==> src/rtl/i2c_regbank.sv <==
// i2c_regbank: register bank behind the I2C slave application bus.
// Holds the device ID, CTRL, a sticky interrupt block (status/mask), GPO,
// synchronized GPI, a saturating write counter and 8 bytes of scratch.
//
// Ports:
//   clk, rst          clock and synchronous active-low reset
//   rw, addr, wen,    slave application bus (rw=1 read, wen one-cycle
//   wdata, rdata_used write strobe, rdata_used one-cycle capture pulse
//                     issued after addr has already incremented)
//   rdata             registered read data for the current addr
//   irq_in            asynchronous rising-edge interrupt sources
//   gpi               asynchronous general-purpose inputs
//   ctrl, gpo         register outputs
//   irq               registered |(status & mask)
module i2c_regbank #(
    parameter logic [7:0] DEVICE_ID  = 8'hA5,
    parameter logic [7:0] CTRL_RESET = 8'h00
) (
    input  logic       clk,
    input  logic       rst,
    input  logic       rw,
    input  logic [7:0] addr,
    input  logic       wen,
    input  logic [7:0] wdata,
    input  logic       rdata_used,
    output logic [7:0] rdata,
    input  logic [6:0] irq_in,
    input  logic [7:0] gpi,
    output logic [7:0] ctrl,
    output logic [7:0] gpo,
    output logic       irq
);

    localparam logic [7:0] ADDR_ID     = 8'h00;
    localparam logic [7:0] ADDR_CTRL   = 8'h01;
    localparam logic [7:0] ADDR_STATUS = 8'h02;
    localparam logic [7:0] ADDR_MASK   = 8'h03;
    localparam logic [7:0] ADDR_GPO    = 8'h04;
    localparam logic [7:0] ADDR_GPI    = 8'h05;
    localparam logic [7:0] ADDR_WRCNT  = 8'h06;
    localparam logic [7:0] ADDR_UNMAP  = 8'h10;

    logic [7:0] ctrl_q, ctrl_d;
    logic [7:0] irq_mask_q, irq_mask_d;
    logic [7:0] irq_status_q, irq_status_d;
    logic [7:0] gpo_q, gpo_d;
    logic [7:0] wr_count_q, wr_count_d;
    logic [7:0] rdata_q, rdata_d;
    logic       irq_q, irq_d;
    logic [7:0] scratch_q [8];
    logic [7:0] scratch_d [8];
    logic [6:0] irq_s1_q, irq_s1_d;
    logic [6:0] irq_s2_q, irq_s2_d;
    logic [6:0] irq_prev_q, irq_prev_d;
    logic [7:0] gpi_s1_q, gpi_s1_d;
    logic [7:0] gpi_s2_q, gpi_s2_d;

    logic       wr_acc;
    logic       is_scratch;
    logic [7:0] rd_addr;
    logic [7:0] rd_val;
    logic [7:0] st_set;
    logic [7:0] st_clr;

    assign is_scratch = (addr[7:3] == 5'b00001);

    always_comb begin
        rd_val = 8'h00;
        if (is_scratch) begin
            rd_val = scratch_q[addr[2:0]];
        end else begin
            case (addr)
                ADDR_ID:     rd_val = DEVICE_ID;
                ADDR_CTRL:   rd_val = ctrl_q;
                ADDR_STATUS: rd_val = irq_status_q;
                ADDR_MASK:   rd_val = irq_mask_q;
                ADDR_GPO:    rd_val = gpo_q;
                ADDR_GPI:    rd_val = gpi_s2_q;
                ADDR_WRCNT:  rd_val = wr_count_q;
                default:     rd_val = 8'h00;
            endcase
        end
    end

    always_comb begin
        ctrl_d       = ctrl_q;
        irq_mask_d   = irq_mask_q;
        gpo_d        = gpo_q;
        wr_count_d   = wr_count_q;
        scratch_d    = scratch_q;
        wr_acc       = wen & ~rw;
        // The slave has already advanced addr when it pulses rdata_used.
        rd_addr      = addr - 8'd1;
        st_set       = {1'b0, irq_s2_q & ~irq_prev_q};
        st_clr       = 8'h00;

        if (wr_acc) begin
            if (wr_count_q != 8'hFF) begin
                wr_count_d = wr_count_q + 8'd1;
            end
            if (is_scratch) begin
                scratch_d[addr[2:0]] = wdata;
            end else if (addr >= ADDR_UNMAP) begin
                st_set[7] = 1'b1;
            end else begin
                case (addr)
                    ADDR_CTRL:   ctrl_d     = wdata;
                    ADDR_STATUS: st_clr     = st_clr | wdata;
                    ADDR_MASK:   irq_mask_d = wdata;
                    ADDR_GPO:    gpo_d      = wdata;
                    default:     ;
                endcase
            end
        end

        // Read-clear only drops bits the slave actually captured, so events
        // arriving after rdata was registered stay pending.
        if (rdata_used) begin
            if (rd_addr == ADDR_STATUS) begin
                st_clr = st_clr | rdata_q;
            end
            if (rd_addr >= ADDR_UNMAP) begin
                st_set[7] = 1'b1;
            end
        end

        irq_status_d = (irq_status_q & ~st_clr) | st_set;
        irq_d        = |(irq_status_q & irq_mask_q);
        rdata_d      = rd_val;

        irq_s1_d     = irq_in;
        irq_s2_d     = irq_s1_q;
        irq_prev_d   = irq_s2_q;
        gpi_s1_d     = gpi;
        gpi_s2_d     = gpi_s1_q;
    end

    always_ff @(posedge clk) begin
        if (!rst) begin
            ctrl_q       <= CTRL_RESET;
            irq_mask_q   <= '0;
            irq_status_q <= '0;
            gpo_q        <= '0;
            wr_count_q   <= '0;
            rdata_q      <= '0;
            irq_q        <= 1'b0;
            for (int i = 0; i < 8; i++) begin
                scratch_q[i] <= '0;
            end
            irq_s1_q     <= '0;
            irq_s2_q     <= '0;
            irq_prev_q   <= '0;
            gpi_s1_q     <= '0;
            gpi_s2_q     <= '0;
        end else begin
            ctrl_q       <= ctrl_d;
            irq_mask_q   <= irq_mask_d;
            irq_status_q <= irq_status_d;
            gpo_q        <= gpo_d;
            wr_count_q   <= wr_count_d;
            rdata_q      <= rdata_d;
            irq_q        <= irq_d;
            scratch_q    <= scratch_d;
            irq_s1_q     <= irq_s1_d;
            irq_s2_q     <= irq_s2_d;
            irq_prev_q   <= irq_prev_d;
            gpi_s1_q     <= gpi_s1_d;
            gpi_s2_q     <= gpi_s2_d;
        end
    end

    assign rdata = rdata_q;
    assign ctrl  = ctrl_q;
    assign gpo   = gpo_q;
    assign irq   = irq_q;

endmodule

==> config.mk <==
export PLATFORM = sky130hd
export DESIGN_NAME = i2c_regbank
export DESIGN_NICKNAME = d
export VERILOG_FILES = /design/src/rtl/i2c_regbank.sv
export SDC_FILE = /design/constraint.sdc
export NUM_CORES = 1
export LEC_CHECK = 0
export BUFFER_PORTS_ARGS = -buffer_cell sky130_fd_sc_hd__buf_2
export CORE_ASPECT_RATIO = 1.5
export CORE_MARGIN = 1
export CORE_UTILIZATION = 63
export CTS_CLUSTER_DIAMETER = 120
export DETAILED_ROUTE_END_ITERATION = 8
export GPL_ROUTABILITY_DRIVEN = 0
export PLACE_DENSITY = 0.95
export SLEW_MARGIN = 15
export SYNTH_ARGS = -nofsm -noshare
export SYNTH_HDL_FRONTEND = slang
export SYNTH_SLANG_ARGS = --single-unit
==> constraint.sdc <==
create_clock -name clk -period 3.3 [get_ports clk]
set_input_delay 0 -clock clk [delete_from_list [all_inputs] [get_ports clk]]
set_output_delay 0 -clock clk [all_outputs]
set_load 0.05 [all_outputs]
Word level (Yosys, flattened, before mapping). Cells that the tools add are included.

Flip-flop bits (word level): 150. Input bits: 36. Output and inout bits: 25. Word-level logic and storage cells: 74.

$add $sub $neg: 2. Magnitude comparators: 4. Equality and inequality tests: 9. Mux-type cells: 19. Bitwise gates (word level): 12. Reduce and logical (&&, ||, !) cells: 8.

Operators with widths (number): 8-bit 2-to-1 mux (10); 64-bit bitwise mux (1); 8-bit case mux with 7 select lines (1); 8-bit binary-select mux with 3-bit select (1); 8-bit demux with 3-bit select (1); 8-bit by 2-bit == test with 1-bit output (second input constant) (3); 8-bit by 3-bit == test with 1-bit output (second input constant) (3); 8-bit bitwise AND (2); 8-bit by 5-bit greater-or-equal comparator with 1-bit output (second input constant) (2); 8-bit OR (2); 4-bit AND reduction (3); 8-bit by 1-bit adder with 8-bit output (second input constant) (1); 8-bit by 1-bit == test with 1-bit output (second input constant) (1); 8-bit logical NOT (1); 8-bit != test (second input constant) (1); 8-bit NOT (1); 8-bit OR reduction (1); 8-bit by 1-bit subtractor with 8-bit output (second input constant) (1); 7-bit bitwise AND (1); 7-bit NOT (1); 5-bit by 1-bit == test with 1-bit output (second input constant) (1); 1-bit 2-to-1 mux (5); 4-bit greater-or-equal comparator (second input constant) (1); 4-bit by 1-bit < comparator with 1-bit output (second input constant) (1); 5 further kinds (8).

Logic depth before layout (Yosys ltp). Gate-level depths: netlist (run 1).

Depth after elaboration: 11. Depth in mapped cells: 7. Gate-level depth less buffers: 5.

Least setup slack after synthesis (run 1). OpenSTA, ideal clock, no wires.

Kind: register to register. Start point: register wr_count_q[4]. End point: register wr_count_q[5]. Setup time: 71 ps. Arrival: 1341 ps. Data required time: 3229 ps. Slack: 1889 ps. Stages on the path, launching flop included: 6. Buffers on the path: 1. Clock period less this slack: 1411 ps. Path through: dfxtp_1 -> and4_1 -> clkbuf_1 -> and3_1 -> or4_1 -> a21oi_1.

Cells in the longest elaborated chain, start to end: 2. Elaborated cells on any way between the ends: 3. Those cells by class: add/sub: 1; eq/ne: 1; reduce/logical: 1.

RTL lines: start: declaration (line 47) `logic [7:0] wr_count_q, wr_count_d;`; start signal: assignment (line 160) `wr_count_q <= wr_count_d;`; branches (longest 2 deep; another with 8-bit by 1-bit adder with 8-bit output).

Several ways; the timed one is not identified. A chain may end at the register's enable or synchronous reset.

Final worst setup path (run 1).
Start point: input port addr[1]. End point: register irq_mask_q[6].

Cells in the longest elaborated chain, start to end: 3. Elaborated cells on any way between the ends: 4. Those cells by class: order compare: 1; eq/ne: 1; bitwise: 1; reduce/logical: 1.

RTL lines: start: declaration (line 22) `input logic [7:0] addr,`; 8-bit by 5-bit greater-or-equal comparator with 1-bit output (line 103) `end else if (addr >= ADDR_UNMAP) begin`; 1-bit NOT (no line); 4-bit AND reduction (no line) *; end signal: assignment (line 157) `irq_mask_q <= irq_mask_d;`; end: declaration (line 44) `logic [7:0] irq_mask_q, irq_mask_d;`.

Every way passes the cells marked *; elsewhere a longest branch is shown, timed or not.

==> results.sh, run 1 <==
export IMPL_run_status="finished clean"
export IMPL_io_buffer_count=60
export IMPL_initial_utilization_pct=65.8
export IMPL_leak_pwr_nw=2.95
export IMPL_synth_seq_cells=150
export IMPL_fin_setup_tns_ps=0
export IMPL_antenna_found_initial=0
export IMPL_postSynthAreaPerCell_um2=10.2
export IMPL_syn_to_final_growth_pct=16.3
export IMPL_mux_cell_area_share_after_synthesis_pct=12.3
export IMPL_grt_start_max_net_pins=86
export IMPL_unrepaired_setup_endpoints_after_global_routing="no"
export IMPL_htree_levels=4
export IMPL_synthArstFlopShare_pct=0
export IMPL_cts_inserted_buffers=17
export IMPL_syn_nets=640
export IMPL_r2r_start="wr_count_q[1]$_SDFFE_PN0P_"
export IMPL_drt_pre_antenna_iters=6
export IMPL_dr_total_vias=5517
export IMPL_synth_edf_count=0
export IMPL_synth_simple_area_share_pct=19.1
export IMPL_hpwlAfterDp_mm=10.3
export IMPL_share_clk_of_total_power_pct=47.5
export IMPL_clk_pin_slew_ps=60
export IMPL_cts_root_buf="clkbuf_16"
export IMPL_yosys_warnings=0
export IMPL_synth_adder_area_share_pct=0.203
export IMPL_postSynthCellCount=603
export IMPL_detail_route_iter0_violations=1075
export IMPL_synth_compound_gate_area_share_pct=13.9
export IMPL_worst_pin_slew_ps=1060
export IMPL_netlist_top_cells_count="dfxtp_1 (150), o21ai_0 (75), nand3_1 (68)"
export IMPL_critPathLaunch="addr[1]"
export IMPL_fp_coreArea_um2=9360
export IMPL_start_kind="primary input"
export IMPL_critical_path_n_buffers_inverters=2
export IMPL_cts_tree="done"
export IMPL_cp_cell_sequence="buf_2, buf_4, nor4bb_1, nand3_2, mux2i_1, nor2_1"
export IMPL_worst_path_dominant_cell_family="simple AND/OR/NAND/NOR gates"
export IMPL_power_density_nw_per_um2=556
export IMPL_die_area_um2=10200
export IMPL_chip_width_um=82.8
export IMPL_min_path_cells=3
export IMPL_synth_seq_area_share_pct=48.7
export IMPL_synthFlopType="dfxtp_1"
export IMPL_synth_area_leaders="dfxtp_1 (49%), o21ai_0 (6.1%), mux2i_1 (5.8%)"
export IMPL_clock_skew_ps=7.55
export IMPL_multi_input_comb_area_um2=2820
export IMPL_final_period_minus_worst_setup_slack_ps=2160
export IMPL_cp_data_arrival_time_ps=2430
export IMPL_number_of_global_route_vias_before_repair=5282
export IMPL_fmaxAchievable_mhz=463
export IMPL_cp_max_fo=25
export IMPL_timing_slew_headroom_pct=29.1
export IMPL_critical_path_class="primary input to flip-flop"
export IMPL_finalMaxSlewViolations=0
export IMPL_clock_insertion_delay_worst_skew_ps=430
export IMPL_grt_overflow=0
export IMPL_min_period_over_period_pct=65.4
export IMPL_power_share_sequential_pct=46.7
export IMPL_final_setup_viols=0
export IMPL_synth_top_family_by_area="simple AND/OR/NAND/NOR gates"
export IMPL_post_synth_instance_area_um2=6160
export IMPL_hp_class="primary input to flip-flop"
export IMPL_worst_r2r_path_depth=5
export IMPL_cts_repair_resize_count=0
export IMPL_drive_gt1_share_pct=18.1
export IMPL_synth_largest_area_cell="dfxtp_1"
export IMPL_p_comb_share_pct=5.8
export IMPL_drv_max_cap_violation_count=0
export IMPL_cts_num_sinks=150
export IMPL_routed_via_density=6.97
export IMPL_hold_start="addr[7]"
export IMPL_hold_violations=0
export IMPL_fp_row_count=43
export IMPL_drt_drc_violations_left=0
export IMPL_fin_worst_hold_slack_ps=3.27
export IMPL_wire_length_of_the_first_global_routing_pass_mm=28.5
export IMPL_die_height_um=123
export IMPL_wire_per_inst_um=23.5
export IMPL_finalNetCount=704
export IMPL_overall_routing_resource_usage_pct=39.7
export IMPL_xor_and_xnor_fraction_of_the_mapped_netlist_area_pct=0.284
export IMPL_fillCellCount=513
export IMPL_synth_cell_type_count=62
export IMPL_yosys_cell_count_top_type="dfxtp_1"
export IMPL_power_report_internal_total_mw=3.07
export IMPL_critical_path_slowest_cell="nor4bb_1"
export IMPL_postRouteAntennaNets=0
export IMPL_yosys_area_top_type_share_pct=48.7
export IMPL_sequential_cell_area_um2=3000
export IMPL_ports=61
export IMPL_critical_path_depth=6
export IMPL_timing_critical_path_required_ps=3570
export IMPL_vdd_ir_drop_worst_uv=550
export IMPL_critical_path_max_stage_delay_ps=550
export IMPL_power_share_switching_pct=23.0
export IMPL_switching_power_uw=915
export IMPL_endpoint_kind="flip-flop"
export IMPL_cts_root_to_sink_buffers=2
export IMPL_routed_wl_mm=18.6
==> registers in the layout, indices dropped and copies added, names as in the netlist <==
register      cells
irq_mask_q        8
gpi_s2_q          8
irq_prev_d        7
irq_s1_q          7
wr_count_q        8
irq               1
irq_status_q      8
scratch_q        64
irq_prev_q        7
rdata             8
ctrl              8
gpi_s1_q          8
gpo               8
==> worst reg2reg max path, cell delays in order, from the launching register on <==
cell      delay [ps]
dfxtp_1          400
ha_1             290
nand4b_1         250
a211oi_1         390
xnor2_1          170
nor2_1            50
==> power groups by stage <==
stage	Sequential (mW)	Combinational (mW)	Clock, mW
floorplan	1.89	0.140	0
global placement	1.89	0.184	0
detailed placement	1.89	0.191	0
CTS	1.86	0.218	1.87
global route	1.86	0.241	1.96
finish	1.86	0.230	1.89
==> routing by layer <==
layer  vias to the layer above  GRT usage [%]  wire [um]
met2                       473           59.3       8710
met5                         -           2.78          0
met1                      2567           42.5       6190
met4                         0           30.3       1520
li1                       2326              -          -
met3                       151           18.4       2160
==> logic make-up (layout without fill, tap and decap cells) <==
logic type	count (synthesis)	in the layout
AOI/OAI and AO/OA	135	135
xor gates and xnor gates	2	2
adders and majority gates	1	1
buffers and inverters	57	132
DFF	150	150
muxes	55	55
other	0	1
and+or+nand+nor	203	203
==> cell usage in the layout, fill, tap and decap left out, types with 3 or more instances in the layout <==
cell | Yosys | layout
and2_1 | 32 | 32
dfxtp_1 | 150 | 150
inv_1 | 11 | 11
nand2_1 | 30 | 30
mux2i_1 | 36 | 36
nand3b_1 | 4 | 4
a2111oi_0 | 3 | 3
mux2_2 | 3 | 3
nand3_1 | 68 | 68
a221o_1 | 8 | 8
clkbuf_1 | 16 | 3
mux4_2 | 15 | 15
nand4_4 | 6 | 6
and3_1 | 3 | 3
nor3_1 | 3 | 3
a21o_1 | 3 | 3
clkinvlp_4 | 0 | 3
clkbuf_16 | 0 | 17
o21ai_0 | 75 | 75
a211oi_1 | 7 | 7
nand4_1 | 5 | 5
buf_2 | 9 | 59
nor2_1 | 29 | 29
a221oi_1 | 7 | 7
a31oi_1 | 3 | 3
a22oi_1 | 6 | 6
buf_4 | 2 | 7
nor2b_1 | 5 | 5
a21oi_1 | 5 | 5
nor3b_1 | 4 | 4
dlygate4sd3_1 | 0 | 24
==> path summary, 6_finish.rpt <==
| kind | end | slack, ps |
|---|---|---|
| setup / recovery | irq_mask_q[6]$_SDFFE_PN0P_ | 1140 |
| hold / removal | irq_status_q[7]$_SDFF_PN0_ | 3 |
| setup reg to reg | wr_count_q[4]$_SDFFE_PN0P_ | 1600 |
| hold reg to reg | irq_status_q[4]$_SDFF_PN0_ | 410 |
==> final cells by class <==
class,count,area share [%]
Sequential cell,150,41.9
Clock inverter,8,1.41
Antenna cell,1,0.0349
Timing Repair Buffer,90,8.21
Inverter,12,0.629
Clock buffer,22,6.48
Tap cell,112,1.96
Multi-Input combinational cell,396,39.4
==> metrics by stage <==
stage	cells	setup WS, ps	power, mW	utilization [%]	cell area, um^2
after floorplan	603	1890	2.03	-	6160
after global placement	736	1190	2.08	67.9	6360
after detailed placement	736	1030	2.09	67.9	6360
after CTS	790	1430	3.95	76.5	7160
after global routing	790	1040	4.06	76.5	7160
final	791	1140	3.98	76.5	7160
==> repair_timing <==
| action | 4_1_cts | 5_1_grt |
|---|---|---|
| hold buffers | 24 | 0 |
| setup buffers | 0 | 0 |
| endpoints found under the hold margin | 40 | 0 |
Note: power is estimated with default switching activity, not from simulation.
==> inputs of run 2 (changes only) <==
--- a/config.mk
+++ b/config.mk
@@ -8,11 +8,11 @@
 export BUFFER_PORTS_ARGS = -buffer_cell sky130_fd_sc_hd__buf_2
 export CORE_ASPECT_RATIO = 1.5
 export CORE_MARGIN = 1
-export CORE_UTILIZATION = 63
+export CORE_UTILIZATION = 58
 export CTS_CLUSTER_DIAMETER = 120
 export DETAILED_ROUTE_END_ITERATION = 8
 export GPL_ROUTABILITY_DRIVEN = 0
-export PLACE_DENSITY = 0.95
+export PLACE_DENSITY = 0.9
 export SLEW_MARGIN = 15
 export SYNTH_ARGS = -nofsm -noshare
 export SYNTH_HDL_FRONTEND = slang
==> constraint.sdc (replaced) <==
create_clock -name clk -period 2.1 [get_ports clk]
set_input_delay 0 -clock clk [delete_from_list [all_inputs] [get_ports clk]]
set_output_delay 0 -clock clk [all_outputs]
set_load 0.05 [all_outputs]
==> run 2 against run 1 <==
  * Largest power group is now sequential cells
  * Non-clock buffer count up 13
  * Total power up 55%
  * Clock power up 51%
==> results.sh, run 2 (synthesis results as in run 1) <==
export IMPL_endpoint_kind="flip-flop"
export IMPL_dr_wl_met3_mm=1.47
export IMPL_worst_pin_slew_ps=1040
export IMPL_cp_data_arrival_time_ps=2230
export IMPL_cp_max_fo=18
export IMPL_min_period_over_period_pct=88.2
export IMPL_fp_coreArea_um2=10200
export IMPL_postRouteAntennaNets=0
export IMPL_chip_width_um=86.2
export IMPL_preCtsSetupSlack_ps=407
export IMPL_critical_path_depth=6
export IMPL_hold_violations=0
export IMPL_highest_layer="met4"
export IMPL_timing_slew_headroom_pct=30.7
export IMPL_rrSetupSlack_ps=460
export IMPL_ports=61
export IMPL_drive_gt1_share_pct=19.5
export IMPL_fp_row_count=45
export IMPL_die_area_um2=11000
export IMPL_placed_cells=775
export IMPL_met1Wirelength_mm=6.01
export IMPL_final_setup_viols=0
export IMPL_detail_route_iter0_violations=474
export IMPL_cts_root_to_sink_buffers=2
export IMPL_r2r_start="wr_count_q[4]$_SDFFE_PN0P_"
export IMPL_dr_total_vias=5379
export IMPL_cp_endpoint="irq_status_q[7]$_SDFF_PN0_"
export IMPL_critical_path_class="primary input to flip-flop"
export IMPL_routed_wl_mm=17.4
export IMPL_start_kind="primary input"
export IMPL_initial_utilization_pct=60.1
export IMPL_overall_routing_resource_usage_pct=32.7
export IMPL_finalNetCount=717
export IMPL_final_core_util_pct=71.2
export IMPL_critical_path_max_stage_delay_ps=590
export IMPL_htree_levels=4
export IMPL_cp_cell_sequence="dlygate4sd3_1, buf_4, o21ai_0, dlygate4sd3_1, o21ai_0, dlygate4sd3_1"
export IMPL_power_density_nw_per_um2=843
export IMPL_worst_r2r_path_depth=4
export IMPL_number_of_global_route_vias_before_repair=5292
export IMPL_worst_path_dominant_cell_family="buffers and inverters"
export IMPL_multi_input_comb_area_um2=2820
export IMPL_drt_drc_violations_left=0
export IMPL_fin_setup_tns_ps=0
export IMPL_clk_pin_slew_ps=60
export IMPL_cts_inserted_buffers=17
export IMPL_critical_path_slowest_cell="dlygate4sd3_1"
export IMPL_p_total_mw=6.16
export IMPL_critPathLaunch="rst"
export IMPL_die_height_um=128
export IMPL_cts_num_sinks=150
export IMPL_routed_via_density=6.46
export IMPL_leak_pwr_nw=3.01
export IMPL_stdcell_count=833
export IMPL_fin_worst_hold_slack_ps=72.5
export IMPL_hold_start="rw"
export IMPL_drt_pre_antenna_iters=6
export IMPL_antenna_found_initial=0
export IMPL_timing_critical_path_required_ps=2470
export IMPL_sequential_cell_area_um2=3000
export IMPL_vdd_ir_drop_worst_uv=516
export IMPL_final_common_cell="dfxtp_1"
export IMPL_wire_per_inst_um=20.9
export IMPL_final_period_minus_worst_setup_slack_ps=1850
export IMPL_cts_root_buf="clkbuf_16"
export IMPL_postLayoutCellArea_um2=7300
export IMPL_syn_to_final_growth_pct=18.5
export IMPL_fmaxAchievable_mhz=540
export IMPL_drv_max_cap_violation_count=0
export IMPL_unrepaired_setup_endpoints_after_global_routing="no"
export IMPL_cts_tree="done"
export IMPL_finalMaxSlewViolations=0
export IMPL_largest_register_ff_count=64
export IMPL_biggest_register="scratch_q"
export IMPL_hpwlAfterDp_mm=10.4
export IMPL_clock_skew_ps=5.94
export IMPL_crit_top_cell="dlygate4sd3_1"
export IMPL_reg_to_reg_critical_path_endpoint="wr_count_q[0]$_SDFFE_PN0P_"
export IMPL_worst_setup_slack_after_layout_ps=248
export IMPL_critical_path_n_buffers_inverters=4
export IMPL_mostFrequentLayoutCells="dfxtp_1 (150), o21ai_0 (75), nand3_1 (68), buf_2 (59), mux2i_1 (36)"
export IMPL_clock_insertion_delay_worst_skew_ps=430
export IMPL_grt_start_max_net_pins=67
export IMPL_place_area_um2=6480
export IMPL_grt_overflow=0
export IMPL_run_status="finished clean"
export IMPL_hp_class="primary input to flip-flop"
export IMPL_wire_length_of_the_first_global_routing_pass_mm=27.1
export IMPL_antennaDiodeCount=0
export IMPL_met2_length_mm=8.78
export IMPL_fillCellCount=651
export IMPL_io_buffer_count=60
[run 2: worst min path at each step]
stage | to | slack [ps] | cells past startpoint
after global routing | rdata[4]$_SDFF_PN0_ | 90 | 3
after floorplan | gpi_s1_q[0]$_SDFF_PN0_ | 130 | 1
after global placement | irq_s1_q[1]$_SDFF_PN0_ | 210 | 2
after CTS | wr_count_q[7]$_SDFFE_PN0P_ | 50 | 4
after detailed placement | irq_s1_q[4]$_SDFF_PN0_ | 210 | 2
final | wr_count_q[7]$_SDFFE_PN0P_ | 70 | 4
[run 2: cell type report]
type / instances / share of cell area [%]
repair buffers: 103 / 9.67
clock buffers: 20 / 6.12
well taps: 141 / 2.42
flip-flops and latches: 150 / 41.1
multi-input cells: 396 / 38.6
inverters: 12 / 0.617
clock inverters: 11 / 1.41
[run 2: per-layer routing]
metal | GRT usage (%) | up-vias
met3 | 8.69 | 102
met5 | 0 | -
met1 | 33.8 | 2553
li1 | - | 2364
met2 | 57.1 | 360
met4 | 21.9 | 0
[run 2: worst reg2reg max path, delay by kind of cell (launching register included)]
family	cells	cell delay, ps
compound gates	1	230
flops	1	580
simple gates	2	460
xor+xnor	1	210
[run 2: where the power goes]
part,switching [mW],internal (mW)
Clock,1.21,1.66
Combinational,0.224,0.149
Sequential,0.0303,2.89
[run 2: timing repair]
| action | CTS | global route |
|---|---|---|
| endpoints found under the hold margin | 47 | 0 |
| gates resized for setup | 0 | 0 |
| hold buffers | 27 | 0 |
| endpoints found under the setup margin | 0 | 0 |
| buffers inserted | 0 | 0 |
